<file path="src/rtl/memory_stage.sv">
// -----------------------------------------------------------------------------
// memory_stage
//
// Pipeline stage that sits directly after execute. Each cycle it takes
// execute's registered outputs and the data-memory read word for addr[31:2].
// It does three things:
//   - aligns the loaded byte, double or word to bit 0 and extends it to 32 bits
//   - merges the two halves of a misaligned word or double load, using a
//     holding buffer that keeps the first half between the two accesses
//   - registers the result toward writeback
// The registered outputs also go back to execute as the wb_* forwarding and
// stall inputs. A partial (first-half) result never reaches writeback, because
// its target registers are forced to 0.
//
// Parameters
//   SIGN_EXT  1: sign-extend byte/double loads, 0: zero-extend
//   RST_PC    value pc_out takes at reset
//
// Ports
//   clk, rst           clock; asynchronous active-high reset
//   clk_en, halt       state updates only when clk_en && !halt
//   bubble_in          this stage holds a bubble
//   opcode[4:0]        3-5 word, 6-8 double (16b), 9-11 byte memory ops
//   tgt_1, tgt_2       destination registers (0 = no write)
//   result_1/result_2  primary (ALU/link/crmov) and secondary (post-inc) results
//   addr               byte address of this access
//   is_load            instruction is a load
//   was_misaligned     this is the second access of a split load
//   tgts_cr            tgt_1 names a control register
//   exc_in             exception code from execute (0 = none)
//   pc_in              instruction PC
//   mem_rdata          read word from data memory
//   exc_in_wb/rfe_in_wb  exception or rfe in writeback: flush this stage
//   result_out_*, tgt_out_*, tgts_cr_out, bubble_out, exc_out, pc_out
//                      registered stage outputs toward writeback
//   split_pending      first half of a split load is in the holding buffer
// -----------------------------------------------------------------------------
module memory_stage #(
  parameter bit          SIGN_EXT = 1'b0,
  parameter logic [31:0] RST_PC   = 32'h0000_0000
) (
  input  logic        clk,
  input  logic        rst,
  input  logic        clk_en,
  input  logic        halt,
  input  logic        bubble_in,
  input  logic [4:0]  opcode,
  input  logic [4:0]  tgt_1,
  input  logic [4:0]  tgt_2,
  input  logic [31:0] result_1,
  input  logic [31:0] result_2,
  input  logic [31:0] addr,
  input  logic        is_load,
  input  logic        was_misaligned,
  input  logic        tgts_cr,
  input  logic [7:0]  exc_in,
  input  logic [31:0] pc_in,
  input  logic [31:0] mem_rdata,
  input  logic        exc_in_wb,
  input  logic        rfe_in_wb,
  output logic [31:0] result_out_1,
  output logic [31:0] result_out_2,
  output logic [4:0]  tgt_out_1,
  output logic [4:0]  tgt_out_2,
  output logic        tgts_cr_out,
  output logic        bubble_out,
  output logic [7:0]  exc_out,
  output logic [31:0] pc_out,
  output logic        split_pending
);

  localparam logic [0:0] ST_IDLE = 1'b0;
  localparam logic [0:0] ST_HALF = 1'b1;

  // ---------------------------------------------------------------------------
  // Extension helpers
  // ---------------------------------------------------------------------------
  function automatic logic [31:0] ext8(input logic [7:0] v);
    ext8 = SIGN_EXT ? {{24{v[7]}}, v} : {24'd0, v};
  endfunction

  function automatic logic [31:0] ext16(input logic [15:0] v);
    ext16 = SIGN_EXT ? {{16{v[15]}}, v} : {16'd0, v};
  endfunction

  // ---------------------------------------------------------------------------
  // State
  // ---------------------------------------------------------------------------
  logic [0:0]  state;
  logic [31:0] hold;
  logic [1:0]  k_hold;
  logic        hold_dbl;   // held first half belongs to a double load

  // ---------------------------------------------------------------------------
  // Decode and load alignment
  // ---------------------------------------------------------------------------
  logic        is_word, is_double, is_byte;
  logic [1:0]  k;
  logic [31:0] shifted;
  logic [31:0] aligned_data;
  logic [31:0] plain_data;
  logic        first_half;
  logic        take_merge;
  logic [2:0]  merge_lanes;
  logic [31:0] merged_word;
  logic [31:0] merged_dbl;
  logic [31:0] data_val;
  logic        flush;
  logic        upd;

  assign is_word   = (opcode >= 5'd3) && (opcode <= 5'd5);
  assign is_double = (opcode >= 5'd6) && (opcode <= 5'd8);
  assign is_byte   = (opcode >= 5'd9) && (opcode <= 5'd11);
  assign k         = addr[1:0];

  // Move byte lane k down to bit 0 (little-endian lanes).
  assign shifted = mem_rdata >> {k, 3'b000};

  always_comb begin
    aligned_data = mem_rdata;
    if (is_double)    aligned_data = ext16(shifted[15:0]);
    else if (is_byte) aligned_data = ext8(shifted[7:0]);
  end

  assign plain_data = is_load ? aligned_data : result_1;

  // The first half of a load that crosses a word boundary. Accesses that
  // raise an exception never start a split.
  assign first_half = is_load && !bubble_in && !was_misaligned &&
                      (exc_in == 8'd0) &&
                      ((is_word && (k != 2'd0)) || (is_double && (k == 2'd3)));

  assign take_merge = (state == ST_HALF) && was_misaligned && !bubble_in;

  // The hold buffer already has the first (4-k_hold) bytes at the bottom, so
  // the second word supplies the upper k_hold bytes.
  assign merge_lanes = 3'd4 - {1'b0, k_hold};
  assign merged_word = hold | (mem_rdata << {merge_lanes, 3'b000});
  assign merged_dbl  = ext16({mem_rdata[7:0], hold[7:0]});

  assign data_val = take_merge ? (hold_dbl ? merged_dbl : merged_word)
                               : plain_data;

  assign flush = exc_in_wb || rfe_in_wb;
  assign upd   = clk_en && !halt;

  // ---------------------------------------------------------------------------
  // Next-state / next-output logic
  // ---------------------------------------------------------------------------
  logic [0:0]  nxt_state;
  logic [31:0] nxt_hold;
  logic [1:0]  nxt_k_hold;
  logic        nxt_hold_dbl;
  logic [31:0] nxt_result_1;
  logic [4:0]  nxt_tgt_1;
  logic [4:0]  nxt_tgt_2;
  logic        nxt_bubble;
  logic [7:0]  nxt_exc;

  always_comb begin
    nxt_state    = state;
    nxt_hold     = hold;
    nxt_k_hold   = k_hold;
    nxt_hold_dbl = hold_dbl;
    nxt_result_1 = data_val;
    nxt_tgt_1    = tgt_1;
    nxt_tgt_2    = tgt_2;
    nxt_bubble   = 1'b0;
    nxt_exc      = 8'd0;

    if (flush) begin
      // Flush overrides everything else, including a pending split.
      nxt_state    = ST_IDLE;
      nxt_hold     = 32'd0;
      nxt_k_hold   = 2'd0;
      nxt_hold_dbl = 1'b0;
      nxt_tgt_1    = 5'd0;
      nxt_tgt_2    = 5'd0;
      nxt_bubble   = 1'b1;
    end else begin
      // A bubble while the first half is held is a stall: keep the buffer.
      // Any real instruction ends the split, either by merging (second half)
      // or by dropping the stale first half and being processed normally.
      if ((state == ST_HALF) && !bubble_in) begin
        nxt_state    = ST_IDLE;
        nxt_hold     = 32'd0;
        nxt_k_hold   = 2'd0;
        nxt_hold_dbl = 1'b0;
      end

      if (bubble_in) begin
        nxt_tgt_1  = 5'd0;
        nxt_tgt_2  = 5'd0;
        nxt_bubble = 1'b1;
      end else if (exc_in != 8'd0) begin
        nxt_tgt_1 = 5'd0;
        nxt_tgt_2 = 5'd0;
        nxt_exc   = exc_in;
      end else if (first_half) begin
        // Capture the first half; nothing is written back this cycle.
        nxt_state    = ST_HALF;
        nxt_hold     = shifted;
        nxt_k_hold   = k;
        nxt_hold_dbl = is_double;
        nxt_tgt_1    = 5'd0;
        nxt_tgt_2    = 5'd0;
        nxt_bubble   = 1'b1;
      end
    end
  end

  // ---------------------------------------------------------------------------
  // Stage register toward writeback
  // ---------------------------------------------------------------------------
  always_ff @(posedge clk or posedge rst) begin
    if (rst) begin
      state        <= ST_IDLE;
      hold         <= 32'd0;
      k_hold       <= 2'd0;
      hold_dbl     <= 1'b0;
      result_out_1 <= 32'd0;
      result_out_2 <= 32'd0;
      tgt_out_1    <= 5'd0;
      tgt_out_2    <= 5'd0;
      tgts_cr_out  <= 1'b0;
      bubble_out   <= 1'b1;
      exc_out      <= 8'd0;
      pc_out       <= RST_PC;
    end else if (upd) begin
      state        <= nxt_state;
      hold         <= nxt_hold;
      k_hold       <= nxt_k_hold;
      hold_dbl     <= nxt_hold_dbl;
      result_out_1 <= nxt_result_1;
      result_out_2 <= result_2;
      tgt_out_1    <= nxt_tgt_1;
      tgt_out_2    <= nxt_tgt_2;
      tgts_cr_out  <= tgts_cr;
      bubble_out   <= nxt_bubble;
      exc_out      <= nxt_exc;
      pc_out       <= pc_in;
    end
  end

  assign split_pending = (state == ST_HALF);

endmodule

</file>
<file path="config.mk">
export PLATFORM = sky130hd
export DESIGN_NAME = memory_stage
export DESIGN_NICKNAME = d
export VERILOG_FILES = /design/src/rtl/memory_stage.sv
export SDC_FILE = /design/constraint.sdc
export NUM_CORES = 1
export LEC_CHECK = 0
export CAP_MARGIN = 20
export CORE_AREA = 5 5 137 139
export CTS_CLUSTER_DIAMETER = 120
export CTS_CLUSTER_SIZE = 40
export DETAILED_ROUTE_END_ITERATION = 10
export DIE_AREA = 0 0 142 144
export DONT_BUFFER_PORTS = 1
export SETUP_SLACK_MARGIN = 0.1
export SLEW_MARGIN = 20
export SYNTH_ARGS = -nofsm -noshare
export SYNTH_HDL_FRONTEND = slang
export SYNTH_SLANG_ARGS = --single-unit
</file>
<file path="constraint.sdc">
create_clock -name clk -period 9.79 [get_ports clk]
set_clock_uncertainty 0.1 [all_clocks]
set_input_delay 2.4475 -clock clk [delete_from_list [all_inputs] [get_ports clk]]
set_output_delay 2.4475 -clock clk [all_outputs]
set_load 0.02 [all_outputs]
</file>
**After elaboration in Yosys (flattened, before gate mapping)**

Cells that the tools add are included.

- Logic and storage cells: 84
- Output and inout bits: 117
- Flip-flop bits (word level): 152
- Input bits: 193

- Order comparisons: 6
- Bitwise logic cells: 1
- Reductions and logical operators: 21
- Equality and inequality tests: 1
- Mux-type cells: 40
- Add/sub/neg operators: 1
- Shift operators: 2

Operators with widths:

| cell | number |
|---|---|
| 32-bit two-way mux | 10 |
| 5-bit two-way mux | 8 |
| 32-bit bitwise OR | 1 |
| 32-bit by 6-bit left shift with 32-bit output | 1 |
| 32-bit by 5-bit right shift with 32-bit output | 1 |
| 8-bit two-way mux | 3 |
| 1-bit two-way mux | 14 |
| 1-bit logical AND | 13 |
| 5-bit by 4-bit <= comparator with 1-bit output, second input constant | 2 |
| 2-bit two-way mux | 5 |
| 8-bit logical NOT | 1 |
| 8-bit nonzero test | 1 |
| 5-bit by 2-bit >= comparator with 1-bit output, second input constant | 1 |
| 5-bit by 3-bit >= comparator with 1-bit output, second input constant | 1 |
| 5-bit by 4-bit >= comparator with 1-bit output, second input constant | 1 |
| 5-bit by 3-bit <= comparator with 1-bit output, second input constant | 1 |
| 1-bit logical NOT | 3 |
| 3-bit by 2-bit subtractor with 3-bit output, first input constant | 1 |
| 2-bit equality test, second input constant | 1 |
| 1-bit logical OR | 2 |
| 2-bit nonzero test | 1 |

**Logic depth before layout (Yosys ltp)**

Gate-level depths: netlist (run 1).

- Depth after elaboration: 9
- Depth in mapped cells: 12
- Mapped depth without buffers: 7

**Worst setup path before layout (run 1)**

OpenSTA, ideal clock, no wires.

- Path type: input to register
- Start point: input addr[1]
- End point: register hold[17]
- Slack: 5.652 ns
- Cell stages on the path: 7
- Arrival: 3.963 ns
- Required time: 9.615 ns
- Library setup time: 0.075 ns
- Cell sequence: buf_2 > nand2_1 > a311o_1 > a2111o_1 > or3_1 > buf_6 > o2bb2ai_2

- Longest elaborated chain between the ends: 8

Ends and longest elaborated chain:

| element | line | text |
|---|---|---|
| start, declared | 52 | `input logic [31:0] addr,` |
| parallel branches: the longest is 4 deep, another holds 32-bit by 5-bit right shift with 32-bit output | -- |  |
| 32-bit two-way mux (*) | 199 | `end else if (first_half) begin` |
| 32-bit two-way mux (*) | 195 | `end else if (exc_in != 8'd0) begin` |
| 32-bit two-way mux (*) | 191 | `if (bubble_in) begin` |
| 32-bit two-way mux (*) | 171 | `if (flush) begin` |
| end signal, assigned | 231 | `hold <= nxt_hold;` |
| end, declared | 90 | `logic [31:0] hold;` |

Every way passes the cells marked *.
A chain may end at the register's enable or synchronous reset.

**Worst setup path after layout (run 1)**

- Start point: input clk_en
- End point: register hold[21]

- Longest elaborated chain between the ends: 1

Ends and longest elaborated chain:

| element | line | text |
|---|---|---|
| start, declared | 44 | `input logic clk_en,` |
| 1-bit logical AND | 145 | `assign upd = clk_en && !halt;` |

Every way passes these cells.

==> results_dict.tcl, run 1 <==
set metrics [dict create \
    status "completed" \
    synthArstFlopShare_pct 100.0 \
    cts_sinks 152 \
    internal_power_mw 1.096 \
    timing.rr.end "result_out_1[6]" \
    synth_top_family_by_area "compound AO/OA/AOI/OAI gates" \
    grt-ovfl-total 0 \
    max_cap_violations 0 \
    port_buffers 0 \
    place_congestion 0.8524 \
    clk_pin_slew_worst_paths_ns 0.07 \
    cts_tree "yes" \
    yosysTopAreaCellShare_pct 48.94 \
    finalCriticalPeriod_ns 4.525 \
    grt_usage_pct 22.64 \
    startpoint_type "input port" \
    avgViaCountPerCell 5.973 \
    hold_class "reg2reg" \
    synth_compound_area_share_pct 19.25 \
    min_to "hold[29]" \
    timing.setup.tns_ns 0 \
    reg2reg_from "k_hold[0]" \
    power_frac_seq_pct 50.9 \
    drt_iter0_drc 530 \
    fin_crit_sh_pct 46.22 \
    synth-seq-cells 152 \
    power.net_switching_uw 473.4 \
    fillers 1662 \
    clk_latency_ns 0.42 \
    wl_um 23670 \
    fin_nets 976 \
    std_cell_rows 49 \
    slew_viol_final 0 \
    cts.path.max_buffers 2 \
    reg2reg_depth 8 \
    required_ns 10.04 \
    synth_enable_flop_cells 0 \
    cts_buffers 17 \
    syn_nets 1015 \
    synth_area_um2 7721 \
    vias 6122 \
    synthCells 821 \
    synthAdderAreaFrac_pct 0.1620 \
    postRouteAntennaNets 0 \
    clockPowerShare_pct 40.7 \
    finalHoldViolations 0 \
    reg2reg_slack_ns 6.19 \
    die_w_um 142 \
    rsz0062_at_grt "false" \
    grt_pass1_vias 6152 \
    clockRootBuffer "clkbuf_16" \
    htreeDepth 4 \
    core_area_um2 17530 \
    synthTopCellsByArea "dfrtp_1, nand2_1, mux2i_1" \
    synth_top_area_cell "dfrtp_1" \
    first_pass_iters 5 \
    final_common_cell "nand2_1" \
    arrival_ns 4.77 \
    ys_seq_area_share_pct 49.28 \
    hold_buffers 0 \
    synth_cell_type_count 49 \
    drive_gt1_share_pct 6.792 \
    num_io_pins 310 \
    tightest_slew_ns 1.009 \
    antenna_found_initial 1 \
    fmax_mhz 221.0 \
    synthXorXnorAreaFrac_pct 0 \
    synth_warnings 0 \
    syn_area_per_cell_um2 9.405 \
    finalSetupViolCount 0 \
    final_cell_mix "nand2_1, dfrtp_1, mux2i_1" \
    grt_max_degree 88 \
    p_comb_share_pct 8.4 \
    grt_pass1_wl_um 36130 \
    postCtsSetupBuffers 0 \
    slew_headroom_pct 32.71 \
    power_density_nw_per_um2 187.3 \
    yosys.area_share.simple_pct 18.78 \
    multi_input_area_um2 3605 \
    critPathMaxFanout 69 \
    synthFlopType "dfrtp_1" \
    hpwl_um 17170 \
    die_area_um2 20450 \
    path_class "in2reg" \
    irDropWorstVdd_v 0.0001169 \
    min_from "hold[29]" \
    syn2layout_area_growth_pct 8.475 \
    switching_share_pct 30.17 \
    ff_latch_area_um2 3805 \
    p_leak_nw 3.820 \
    drc 0 \
    wl_per_cell_um 23.09 \
    dieHeight_um 144 \
    hold_depth 1 \
    finalInstanceArea_um2 8376 \
    place_area_um2 7799 \
    endpoint_kind "register" \
    synthMuxAreaShare_pct 8.297 \
    cts_resized 0 \
    start_util_pct 44.03 \
]
worst max path at each step:
stage / slack, ns / from / to / cells after the start
after global placement: 4.85 / bubble_in / result_out_1[22] / 5
after floorplan: 3.15 / rst / exc_out[0] / 1
after CTS: 5.26 / bubble_in / result_out_1[22] / 5
after detailed placement: 4.81 / bubble_in / result_out_1[22] / 5
final: 5.27 / clk_en / hold[21] / 6
after global routing: 5.12 / clk_en / hold[23] / 6
power groups by stage:
stage               registers, mW  clock network (mW)  logic, mW
finish                      0.799               0.639      0.131
global route                0.806               0.683      0.152
CTS                         0.801               0.653      0.133
detailed placement          0.812                   0      0.133
global placement            0.810                   0      0.126
floorplan                   0.793                   0      0.116
sequential cells by signal, indices dropped and copies added, names as in the netlist:
name / count
hold_dbl: 1
result_out_2: 32
tgt_out_2: 5
split_pending: 1
bubble_out: 1
hold: 32
k_hold: 2
exc_out: 8
pc_out: 32
tgt_out_1: 5
tgts_cr_out: 1
result_out_1: 32
final cells by class:
| type | count | area share, % |
|---|---|---|
| inverters | 14 | 0.6872 |
| multi-input cells | 590 | 43.04 |
| diodes | 1 | 0.02988 |
| flip-flops and latches | 152 | 45.43 |
| well taps | 229 | 3.421 |
| repair buffers | 7 | 0.5976 |
| clock buffers | 18 | 5.124 |
| clock inverters | 14 | 1.673 |
Yosys cell counts (9+ instances only):
| cell | n |
|---|---|
| a211oi_1 | 17 |
| a22o_1 | 36 |
| a31oi_1 | 10 |
| and2_1 | 9 |
| buf_2 | 9 |
| clkbuf_1 | 48 |
| dfrtp_1 | 151 |
| inv_1 | 14 |
| mux2i_1 | 64 |
| nand2_1 | 221 |
| nand2b_1 | 10 |
| nand3_1 | 14 |
| nor2_1 | 28 |
| nor2b_1 | 20 |
| nor3_1 | 11 |
| o21ai_0 | 34 |
| o22ai_1 | 16 |
| o2bb2ai_1 | 9 |
metrics by stage:
| stage | setup slack [ns] | hold WS [ns] | cells | util [%] | power (mW) |
|---|---|---|---|---|---|
| final | 5.265 | 0.3875 | 1025 | 47.77 | 1.569 |
| after global routing | 5.124 | 0.4027 | 1025 | 47.77 | 1.641 |
| after CTS | 5.256 | 0.3919 | 1023 | 47.72 | 1.587 |
| after detailed placement | 4.811 | 0.3715 | 991 | 44.48 | 0.9449 |
| after global placement | 4.851 | 0.3694 | 991 | 44.48 | 0.9364 |
| after floorplan | 3.151 | 0.3543 | 821 | - | 0.9097 |
per-layer routing:
layer / track usage (%) / part of all wire (%) / up-vias
met5: 0 / 0 / -
met4: 6.818 / 2.0 / 0
met3: 8.102 / 11 / 25
met2: 33.39 / 44 / 308
met1: 31.50 / 43 / 2963
li1: - / - / 2826
critical path, cell delays in order:
cell and delay [ns]:
nor2b_4 0.11, buf_4 0.51, nand2_1 0.26, a2111o_1 0.64, or3_1 0.58, o2bb2ai_2 0.21
logic make-up (layout without fill, tap and decap cells):
| kind of cell | count (synthesis) | after routing |
|---|---|---|
| AO/OA/AOI/OAI | 194 | 194 |
| AND/OR/NAND/NOR | 331 | 331 |
| multiplexers | 64 | 64 |
| buffers and inverters | 79 | 53 |
| other | 0 | 1 |
| adder cells (fa/ha/maj) | 1 | 1 |
| flip-flops | 152 | 152 |
Note: power is estimated with default switching activity, not from simulation.
==> inputs of run 2 (changes only) <==
==> constraint.sdc (replaced) <==
create_clock -name clk -period 3.85 [get_ports clk]
set_clock_uncertainty 0.1 [all_clocks]
set_input_delay 0.9625 -clock clk [delete_from_list [all_inputs] [get_ports clk]]
set_output_delay 0.9625 -clock clk [all_outputs]
set_load 0.02 [all_outputs]
==> run 2 against run 1 <==
  * Critical path type is now reg2reg
  * Hold slack worse by 0.0040 ns
  * Critical endpoint is now result_out_1[7]
  * Cell area increased by 0.78%
  * Core utilization up 0.37 points
  * Highest routed layer unchanged
==> results_dict.tcl, run 2 (synthesis results as in run 1) <==
set metrics [dict create \
    timing.setup.tns_ns 0 \
    first_pass_iters 6 \
    grt-ovfl-total 0 \
    drive_gt1_share_pct 7.268 \
    cts_sinks 152 \
    fmax_mhz 344.7 \
    p_leak_nw 3.857 \
    tightest_slew_ns 0.9162 \
    drc 0 \
    finalHoldViolations 0 \
    die_area_um2 20450 \
    finalSetupViolCount 0 \
    dp.cells 995 \
    num_io_pins 310 \
    finalWorstSetupSlack_ns 0.9490 \
    grt_max_degree 153 \
    min_to "hold[31]" \
    path_class "reg2reg" \
    hold_buffers 0 \
    grt_pass1_wl_um 35800 \
    startpoint_type "register" \
    arrival_ns 3.16 \
    irDropWorstVdd_v 0.0003493 \
    reg2reg_depth 8 \
    pre_cts_ws_ns 0.7780 \
    cts_tree "yes" \
    reg2reg_slack_ns 0.95 \
    syn2layout_area_growth_pct 9.318 \
    hpwl_um 16860 \
    vias 6082 \
    timing.rr.end "result_out_1[7]" \
    postCtsSetupBuffers 0 \
    rsz0062_at_grt "false" \
    max_cap_violations 0 \
    endpoint_kind "register" \
    cts_resized 0 \
    cts.path.max_buffers 2 \
    antenna_found_initial 0 \
    final_common_cell "nand2_1" \
    fin_nets 979 \
    status "completed" \
    critPathMaxFanout 18 \
    slew_viol_final 0 \
    htreeDepth 4 \
    power_mw 4.024 \
    finalCriticalPeriod_ns 2.901 \
    reg2reg_from "k_hold[0]" \
    port_buffers 0 \
    wl_um 23420 \
    wl_per_cell_um 22.80 \
    clk_pin_slew_worst_paths_ns 0.07 \
    fin_cells 1027 \
    slew_headroom_pct 38.41 \
    fillers 1647 \
    start_util_pct 44.03 \
    min_from "hold[31]" \
    diodes 0 \
    cts_buffers 17 \
    dieHeight_um 144 \
    die_w_um 142 \
    place_congestion 0.8887 \
    required_ns 4.11 \
    clockRootBuffer "clkbuf_16" \
    hold_depth 1 \
    fin_crit_sh_pct 75.35 \
    power_density_nw_per_um2 476.7 \
    final_cell_mix "nand2_1, dfrtp_1, mux2i_1" \
    std_cell_rows 49 \
    core_area_um2 17530 \
    clk_latency_ns 0.42 \
    drt_iter0_drc 329 \
    hold_class "reg2reg" \
    grt_pass1_vias 6089 \
    avgViaCountPerCell 5.922 \
    grt_usage_pct 22.37 \
    postRouteAntennaNets 0 \
]
## run 2: cell types whose count changed in the layout (fill, tap and decap cells not counted), sizes merged
cell,previous run,this run
buf,7,10
inv,21,22
diode,1,0
clkinvlp,4,3
## run 2: cell type report
cell class,count,area (um2),area share (%)
clock inverter,14,148.9,1.764
tap,229,286.5,3.395
multi-input combinational,590,3605,42.71
clock buffer,18,439.2,5.203
inverter,14,56.30,0.6671
sequential,152,3805,45.08
timing repair buffer,10,100.1,1.186
## run 2: report_power, final
part | internal (mW) | switching, mW | leakage (nW)
Combinational | 0.143 | 0.193 | 1.60
Sequential | 1.74 | 0.292 | 1.97
Clock | 0.935 | 0.723 | 0.285
## run 2: critical path, cell delays in order (launching register included)
cell	delay, ns
dfrtp_1	0.34
inv_1	0.06
ha_1	0.29
buf_4	0.22
or2_2	0.43
nor3_4	0.63
a211oi_1	0.26
a2111oi_0	0.36
a211o_1	0.16
## run 2: per-stage QoR
stage,cell area [um2],utilization (%),hold slack (ns)
3_5_place_dp,7853,44.78,0.3742
6_report,8441,48.14,0.3835
3_3_place_gp,7853,44.78,0.3705
4_1_cts,8441,48.14,0.3891
2_1_floorplan,7725,-,0.3543
5_1_grt,8441,48.14,0.4026
## run 2: how the worst max path moves through the flow
stage | startpoint | endpoint | slack, ns | cells past startpoint
after floorplan | rst | exc_out[0] | 0.87 | 1
after global placement | opcode[2] | hold[17] | 0.82 | 5
after detailed placement | opcode[2] | hold[17] | 0.78 | 5
after CTS | k_hold[0] | result_out_1[7] | 0.96 | 8
after global routing | k_hold[0] | result_out_1[6] | 0.78 | 8
final | k_hold[0] | result_out_1[7] | 0.95 | 8
## run 2: routing by layer
metal,part of all wire (%),GRT usage [%],up-vias
li1,-,-,2828
met4,1.2,5.404,0
met1,43,31.20,2925
met3,11,8.135,26
met5,0,0,-
met2,45,33.44,303
